## src/rtl/gemm_ws_stream_array_pkg.sv

```systemverilog
// Shared types and sizing helpers for the weight-stationary streaming GEMM array.
package gemm_ws_stream_array_pkg;

  typedef enum logic [1:0] {
    StIdle,
    StLoad,
    StRun,
    StDrain
  } gemm_ws_state_t;

  // Accept-to-result latency of an n x n array, including skew and deskew.
  function automatic int unsigned gemm_ws_latency(input int unsigned n);
    return 2 * n;
  endfunction

  // In-flight counter width: the count ranges over 0..2n inclusive.
  function automatic int unsigned gemm_ws_cnt_width(input int unsigned n);
    return $clog2(2 * n + 1);
  endfunction

endpackage

```

## src/rtl/gemm_ws_stream_array_pe.sv

```systemverilog
// One multiply-accumulate cell: activation passes right, partial sum passes down.
module gemm_ws_pe
  import gemm_ws_stream_array_pkg::*;
#(
  parameter int unsigned WA_WIDTH  = 8,
  parameter int unsigned ACC_WIDTH = 20,
  parameter bit          SIGNED    = 1'b0
) (
  input  logic                 clk,
  input  logic                 reset,
  input  logic                 en,
  input  logic [WA_WIDTH-1:0]  act_in,
  input  logic [WA_WIDTH-1:0]  weight,
  input  logic [ACC_WIDTH-1:0] psum_in,
  output logic [WA_WIDTH-1:0]  act_out,
  output logic [ACC_WIDTH-1:0] psum_out
);

  logic [ACC_WIDTH-1:0] act_ext;
  logic [ACC_WIDTH-1:0] w_ext;
  logic [ACC_WIDTH-1:0] psum_d;

  // Extend both operands to accumulator width, then MAC modulo 2^ACC_WIDTH
  always_comb begin
    if (SIGNED) begin
      act_ext = ACC_WIDTH'($signed(act_in));
      w_ext   = ACC_WIDTH'($signed(weight));
    end else begin
      act_ext = ACC_WIDTH'(act_in);
      w_ext   = ACC_WIDTH'(weight);
    end
    psum_d = psum_in + act_ext * w_ext;
  end

  // Register activation and partial sum; hold while the array is stalled
  always_ff @(posedge clk) begin
    if (reset) begin
      act_out  <= '0;
      psum_out <= '0;
    end else if (en) begin
      act_out  <= act_in;
      psum_out <= psum_d;
    end
  end

endmodule

```

## src/rtl/gemm_ws_stream_array.sv

```systemverilog
// Weight-stationary systolic GEMM: out = in x W with runtime weight loading,
// internal skew/deskew and a global stall on output backpressure.
module gemm_ws_stream_array
  import gemm_ws_stream_array_pkg::*;
#(
  parameter int unsigned SA_SIZE   = 4,
  parameter int unsigned WA_WIDTH  = 8,
  parameter int unsigned ACC_WIDTH = 20,
  parameter bit          SIGNED    = 1'b0
) (
  input  logic                         clk,
  input  logic                         reset,
  input  logic                         w_valid,
  output logic                         w_ready,
  input  logic [SA_SIZE*WA_WIDTH-1:0]  w_row,
  input  logic                         in_valid,
  output logic                         in_ready,
  input  logic [SA_SIZE*WA_WIDTH-1:0]  in_data,
  output logic                         out_valid,
  input  logic                         out_ready,
  output logic [SA_SIZE*ACC_WIDTH-1:0] out_data,
  output logic                         weights_loaded,
  output logic                         busy
);

  localparam int unsigned Lat  = gemm_ws_latency(SA_SIZE);
  localparam int unsigned CntW = gemm_ws_cnt_width(SA_SIZE);
  localparam int unsigned RowW = $clog2(SA_SIZE);

  typedef logic [WA_WIDTH-1:0]  wa_t;
  typedef logic [ACC_WIDTH-1:0] acc_t;

  gemm_ws_state_t  state_q, state_d;
  logic [RowW-1:0] row_cnt_q;
  logic [CntW-1:0] cnt_q;
  logic [Lat-1:0]  valid_q;
  logic            weights_loaded_q;
  wa_t             weight_q [SA_SIZE][SA_SIZE];

  logic stall, en, w_acc, in_acc, out_acc, row_last;

  assign out_valid      = valid_q[Lat-1];
  assign stall          = out_valid && !out_ready;
  assign en             = !stall;
  assign w_acc          = w_valid && w_ready;
  assign in_acc         = in_valid && in_ready;
  assign out_acc        = out_valid && out_ready;
  assign row_last       = (row_cnt_q == RowW'(SA_SIZE - 1));
  assign busy           = (cnt_q != '0);
  assign weights_loaded = weights_loaded_q;

  // State register
  always_ff @(posedge clk) begin
    if (reset) state_q <= StIdle;
    else       state_q <= state_d;
  end

  // Next state: load all rows, run, drain in-flight vectors before reloading
  always_comb begin
    state_d = state_q;
    unique case (state_q)
      StIdle:  if (w_acc) state_d = StLoad;
      StLoad:  if (w_acc && row_last) state_d = StRun;
      StRun:   if (w_valid) state_d = StDrain;
      StDrain: if (cnt_q == '0) state_d = StLoad;
      default: state_d = StIdle;
    endcase
  end

  // Handshake outputs; both forced low while reset is asserted
  always_comb begin
    w_ready  = 1'b0;
    in_ready = 1'b0;
    if (!reset) begin
      unique case (state_q)
        StIdle, StLoad: w_ready  = 1'b1;
        StRun:          in_ready = !stall;
        default:        ;
      endcase
    end
  end

  // Weight rows, row counter and the resident-matrix flag
  always_ff @(posedge clk) begin
    if (reset) begin
      row_cnt_q        <= '0;
      weights_loaded_q <= 1'b0;
      for (int k = 0; k < SA_SIZE; k++) begin
        for (int j = 0; j < SA_SIZE; j++) weight_q[k][j] <= '0;
      end
    end else begin
      if (w_acc) begin
        for (int j = 0; j < SA_SIZE; j++) begin
          weight_q[row_cnt_q][j] <= w_row[j*WA_WIDTH +: WA_WIDTH];
        end
        row_cnt_q <= row_last ? '0 : row_cnt_q + 1'b1;
      end
      if (state_q == StLoad && w_acc && row_last) begin
        weights_loaded_q <= 1'b1;
      end else if (state_q == StDrain && cnt_q == '0) begin
        weights_loaded_q <= 1'b0;
      end
    end
  end

  // In-flight count and valid pipe; the pipe shifts only when not stalled
  always_ff @(posedge clk) begin
    if (reset) begin
      cnt_q   <= '0;
      valid_q <= '0;
    end else begin
      cnt_q <= cnt_q + CntW'(in_acc) - CntW'(out_acc);
      if (en) valid_q <= {valid_q[Lat-2:0], in_acc};
    end
  end

  wa_t  act_w  [SA_SIZE][SA_SIZE];
  acc_t psum_w [SA_SIZE+1][SA_SIZE];

  for (genvar k = 0; k < SA_SIZE; k++) begin : g_skew
    wa_t sk_q [k+1];

    // Row k enters k cycles after row 0; bubbles inject zeros
    always_ff @(posedge clk) begin
      if (reset) begin
        for (int d = 0; d <= k; d++) sk_q[d] <= '0;
      end else if (en) begin
        sk_q[0] <= in_acc ? in_data[k*WA_WIDTH +: WA_WIDTH] : '0;
        for (int d = 1; d <= k; d++) sk_q[d] <= sk_q[d-1];
      end
    end

    assign act_w[k][0] = sk_q[k];
  end

  for (genvar j = 0; j < SA_SIZE; j++) begin : g_top
    assign psum_w[0][j] = '0;
  end

  for (genvar k = 0; k < SA_SIZE; k++) begin : g_row
    for (genvar j = 0; j < SA_SIZE; j++) begin : g_col
      wa_t act_o;

      gemm_ws_pe #(
        .WA_WIDTH  (WA_WIDTH),
        .ACC_WIDTH (ACC_WIDTH),
        .SIGNED    (SIGNED)
      ) u_pe (
        .clk      (clk),
        .reset    (reset),
        .en       (en),
        .act_in   (act_w[k][j]),
        .weight   (weight_q[k][j]),
        .psum_in  (psum_w[k][j]),
        .act_out  (act_o),
        .psum_out (psum_w[k+1][j])
      );

      if (j < SA_SIZE - 1) begin : g_pass
        assign act_w[k][j+1] = act_o;
      end else begin : g_edge
        wa_t act_unused;
        assign act_unused = act_o;
      end
    end
  end

  for (genvar j = 0; j < SA_SIZE; j++) begin : g_deskew
    localparam int unsigned Dly = SA_SIZE - 1 - j;

    if (Dly == 0) begin : g_direct
      assign out_data[j*ACC_WIDTH +: ACC_WIDTH] = psum_w[SA_SIZE][j];
    end else begin : g_delay
      acc_t ds_q [Dly];

      // Column j leaves the array Dly cycles early; delay it to line up
      always_ff @(posedge clk) begin
        if (reset) begin
          for (int d = 0; d < Dly; d++) ds_q[d] <= '0;
        end else if (en) begin
          ds_q[0] <= psum_w[SA_SIZE][j];
          for (int d = 1; d < Dly; d++) ds_q[d] <= ds_q[d-1];
        end
      end

      assign out_data[j*ACC_WIDTH +: ACC_WIDTH] = ds_q[Dly-1];
    end
  end

endmodule

```

## config.mk

```make
export PLATFORM = sky130hd
export DESIGN_NAME = gemm_ws_stream_array
export DESIGN_NICKNAME = d
export VERILOG_FILES = /design/src/rtl/gemm_ws_stream_array_pkg.sv /design/src/rtl/gemm_ws_stream_array_pe.sv /design/src/rtl/gemm_ws_stream_array.sv
export SDC_FILE = /design/constraint.sdc
export NUM_CORES = 2
export LEC_CHECK = 0
export ABC_AREA = 1
export CAP_MARGIN = 0
export CORE_MARGIN = 2
export CORE_UTILIZATION = 55
export DETAILED_ROUTE_END_ITERATION = 12
export GPL_TIMING_DRIVEN = 1
export PLACE_DENSITY = 0.72
export SLEW_MARGIN = 5
export SYNTH_ARGS = -nofsm -noshare
export SYNTH_HDL_FRONTEND = slang
export SYNTH_HIERARCHICAL = 1
export SYNTH_SLANG_ARGS = --single-unit
```

## constraint.sdc

```tcl
create_clock -name clk -period 8.2 [get_ports clk]
set_input_delay 0.82 -clock clk [delete_from_list [all_inputs] [get_ports clk]]
set_output_delay 0.82 -clock clk [all_outputs]
set_load 0.03 [all_outputs]
```

# == Yosys cells after proc, flatten, opt, wreduce, memory -nomap -nowiden ==
# Memory sizes are Yosys's and may differ from the RTL's.
# Cells that the tools add are included.
# classes
n_mux,45
n_eq_ne,8
bitwise,14
add_sub_neg,15
reduce_logical,19
mul,16
# ops
operator,count
multiplier 8 x 8 -> 16 bit,16
adder 20 bit,12
2-to-1 mux 20 bit,6
2-to-1 mux 8 bit,14
2-to-1 mux 32 bit,1
OR reduction 32 bit,1
OR reduction 20 bit,1
2-to-1 mux 1 bit,17
OR 1 bit,14
2-to-1 mux 2 bit,6
logical AND 1 bit,8
"inequality test 2 bit, second input constant",4
one-hot mux 2 bit (4 select lines),1
OR reduction 8 bit,1
"== test 2 bit, second input constant",3
adder 4 x 1 -> 4 bit,1
logical NOT 4 bit,1
AND reduction 4 bit,1
nonzero test 4 bit,1
subtractor 4 x 1 -> 4 bit,1
"adder 2 x 1 -> 2 bit, second input constant",1
"== test 2 x 1 -> 1 bit, second input constant",1
logical NOT 1 bit,2
logical NOT 2 bit,1
other kinds (2),2
# word_totals
output_inout_bits,85
elab_cells,158
input_bits,69
memories,8
mem_bits_rw,328
regBits,433
# memory_table
memory,depth,width,rd,rd_clocked_by_memory_dff,wr,line,rtl
weight_q,4,32,4,0,4,gemm_ws_stream_array.sv:38,wa_t weight_q [SA_SIZE][SA_SIZE];
g_deskew[0].g_delay.ds_q,3,20,3,0,3,gemm_ws_stream_array.sv:174,acc_t ds_q [Dly];
g_deskew[1].g_delay.ds_q,2,20,2,0,2,gemm_ws_stream_array.sv:174,
g_skew[3].sk_q,4,8,4,0,4,gemm_ws_stream_array.sv:121,wa_t sk_q [k+1];
g_skew[2].sk_q,3,8,3,0,3,gemm_ws_stream_array.sv:121,
g_deskew[2].g_delay.ds_q,1,20,1,0,1,gemm_ws_stream_array.sv:174,
2 more memories,n/a,n/a,n/a,n/a,n/a,n/a,

# == Logic depth before layout (Yosys ltp) ==
# depth
word_depth,10
ltp_mapped,22
ltp_nobuf,21

# == Hierarchy ==
# Netlist, hierarchy kept.
# modules_own_cells
mod,area_per_inst_um2,cells_per_inst,instances,seq_area_each_um2
gemm_ws_pe (g_row[1].g_col[2].u_pe ...),4152.7,625,6,560.5
gemm_ws_pe (g_row[0].g_col[0].u_pe ...),4090.2,625,5,560.5
gemm_ws_stream_array,13588.0,1080,1,10189.8
gemm_ws_pe (g_row[3].g_col[1].u_pe ...),4161.5,625,2,560.5
gemm_ws_pe (g_row[3].g_col[0].u_pe),4150.2,625,1,560.5
gemm_ws_pe (g_row[1].g_col[1].u_pe),4103.9,628,1,560.5
gemm_ws_pe (g_row[3].g_col[3].u_pe),4083.9,619,1,560.5

# == Worst setup path after synthesis ==
# No wires, ideal clock.
# synth_path
kind,input to register
startpoint,input port reset
endpoint,register valid_q[7]
arrival_ns,5.681
cell_stages,4
setup_ns,0.378
slack_ns,2.141
required_ns,7.822
n_path_buf,1
cell_sequence,buf_6 > inv_6 > nand2_1 > o21ai_0
# synth_rtl
element,line,rtl
start: declaration,gemm_ws_stream_array.sv:12,"input logic reset,"
end signal: assignment,gemm_ws_stream_array.sv:113,"if (en) valid_q <= {valid_q[Lat-2:0], in_acc};"
end: declaration,gemm_ws_stream_array.sv:36,logic [Lat-1:0] valid_q;

==> impl_metrics.yaml <==
cells_and_area:
  layoutNonFillerInstCount: 12815
  most-common-layout-cells: "inv_1 (3,270), nand2_1 (2,897), nor2_1 (938), fa_1 (801), ha_1 (669)"
  mostFrequentLayoutCell: "inv_1"
  nets: 12385
  drive_gt1_frac: 0.0412
  area_delta_synth_final_pct: 6.58
worst_hold_path:
  hold_depth: 2
  worstHoldPathType: "reg -> reg"
  hold_end: "g_row[3].g_col[1].u_pe/psum_out[1]$_SDFFE_PP0P_"
  min-delay-start: "g_row[3].g_col[1].u_pe/psum_out[1]$_SDFFE_PP0P_"
place:
  place_hpwl_um: 130000
  place_inst: 12645
  io_buffers: 153
  gp_congestion: 0.874
timing:
  period_minus_slack_ns: 4.29
  worst_hold_slack_ns: 0.461
  setup_tns_ns: 0
  period_share: 0.523
  rsz0062_at_grt: "false"
  slew_viol_final: 0
  clock_skew_ns: 0.0132
  slew_headroom: 0.315
  worstMarginPinSlew_ns: 1.03
  finalHoldViolations: 0
  timing.fmax_mhz: 233
  setup-violations-final: 0
clocking:
  htree_levels: 3
  root_buffer: "clkbuf_16"
  numClockSinks: 761
  clkTransAtPathRegs_ns: 0.06
  clock_latency_ns: 0.69
  clk_path_buf_depth: 3
  cts_buffers: 89
  post_cts_buffers: 0
  cts_resized: 0
  cts_tree: "built"
  hold_buffers: 0
critical_path:
  r2r_cells: 19
  worstSetupPathType: "reg -> reg"
  arrival_ns: 4.88
  r2r_start: "g_skew[1].sk_q[0][13]$_SDFFCE_PN0P_"
  crit_path_end_kind: "flop"
  crit_top_cell: "nand2_1"
  max_stage_delay_ns: 0.59
  cp_data_required_time_ns: 8.79
  critical_path_peak_fanout: 9
  ff2ff_setup_slack_ns: 3.91
  crit_chain: "nand2_1 > fa_1 > inv_1 > fa_1 > fa_1 > inv_1 > fa_1 > inv_1 > ha_1 > nand2_1 > inv_1 > a21oi_1 > nand2_1 > nand2_1 > nand2_1 > nand2_1 > nand3_1 > nand2_1 > inv_1"
  cp-start-kind: "flop"
  slowest_stage: "fa_1"
  r2r_end: "g_row[1].g_col[0].u_pe/psum_out[19]$_SDFFE_PP0P_"
routing:
  final_antenna_net_count: 0
  dr.pass1.iters: 6
  wl_um: 161000
  wire_per_inst_um: 12.5
  drc: 0
  vias: 59205
  drtIter0Drc: 3498
  viasPerCell: 4.62
power_and_ir_drop:
  leakagePower_nw: 50.4
  power.density_mw_per_mm2: 116
  p_sw_frac: 0.285
  ir_worst_vdd_v: 0.000164
  combPwrFrac: 0.137
  p_int_mw: 6.97
  clock_power_share: 0.414
  seqPwrFrac: 0.449
  net-switching-power_mw: 2.78
floorplanning:
  die_area_mm2: 0.146
  io_pins: 154
  die_w_um: 382
  design.core.area_mm2: 0.142
  rows: 138
  initial_core_util: 0.554
  fp.dieH_um: 382
global_routing:
  first_global_vias: 58426
  grt_overflow: 0
  grt_use_total: 0.226
  grt_max_degree: 152
  grt_pass1_wl_um: 277000
  antenna_found_initial: 0
logic_synthesis:
  syn_inst: 10949
  netlist_area_mm2: 0.0786
  yosysWarnings: 6
  postSynthAreaPerCell_um2: 7.18
status:
  status: "finished clean"
flow_run:
  cap_violations: 0
## routing by layer
metal | part of all wire | global-route usage | up-vias | routed length, um
met2 | 0.45 | 0.370 | 1063 | 72000
met4 | 0.016 | 0.0495 | 0 | 2590
li1 | - | - | 30851 | -
met5 | 0 | 0 | - | 0
met1 | 0.49 | 0.326 | 27144 | 78900
met3 | 0.045 | 0.0206 | 147 | 7300
## worst max-delay path, delay by kind of cell (launching register included)
family                   cells  cell delay (ns)
AO/OA/AOI/OAI                1             0.17
adder cells (fa/ha/maj)      5             2.46
buffers and inverters        5             0.26
flip-flops                   1             0.56
AND/OR/NAND/NOR              8             0.74
## how the worst max path moves through the flow
stage,start,to,slack [ns]
6_report,g_skew[1].sk_q[0][13]$_SDFFCE_PN0P_,g_row[1].g_col[0].u_pe/psum_out[19]$_SDFFE_PP0P_,3.91
5_1_grt,g_skew[1].sk_q[0][13]$_SDFFCE_PN0P_,g_row[1].g_col[0].u_pe/psum_out[15]$_SDFFE_PP0P_,3.53
4_1_cts,g_skew[1].sk_q[0][13]$_SDFFCE_PN0P_,g_row[1].g_col[0].u_pe/psum_out[19]$_SDFFE_PP0P_,3.88
3_5_place_dp,g_skew[1].sk_q[0][13]$_SDFFCE_PN0P_,g_row[1].g_col[0].u_pe/psum_out[19]$_SDFFE_PP0P_,3.90
3_3_place_gp,g_skew[1].sk_q[0][13]$_SDFFCE_PN0P_,g_row[1].g_col[0].u_pe/psum_out[19]$_SDFFE_PP0P_,3.87
2_1_floorplan,reset,valid_q[7]$_SDFFE_PP0N_,2.14
## power by group through the flow
stage	registers, mW	clock network (mW)	logic, mW
final	4.38	4.04	1.33
after floorplan	4.28	0	1.13
after global routing	4.41	4.27	1.56
after detailed placement	4.46	0	1.33
after CTS	4.38	4.14	1.34
after global placement	4.45	0	1.30
## layout make-up
class                      count  area [um^2]
antenna                        3         7.51
clock buffer                 115         2440
multi-input combinational   6480        45600
tap                         1890         2360
timing repair buffer         171         1680
inverter                    3343        12600
clock inverter                52          536
sequential                   761        18500
fill                       13045        58000
## state kept, by name, summed over array words and instances, names as in the netlist
signal	cells
g_row.g_col.u_pe/psum_out	320
weight_q	128
g_deskew.g_delay.ds_q	120
g_row.g_col.u_pe/act_out	96
g_skew.sk_q	80
valid_q	8
cnt_q	4
row_cnt_q	2
state_q	2
weights_loaded	1
## through the flow
step	setup slack (ns)	total power [mW]	area [um^2]	utilization
3_3_place_gp	3.87	5.75	80800	0.570
5_1_grt	3.53	10.2	83700	0.591
4_1_cts	3.88	9.86	83700	0.591
2_1_floorplan	2.14	5.41	78900	-
6_report	3.91	9.76	83700	0.591
3_5_place_dp	3.90	5.78	80800	0.570
(Power assumes the default switching activity.)
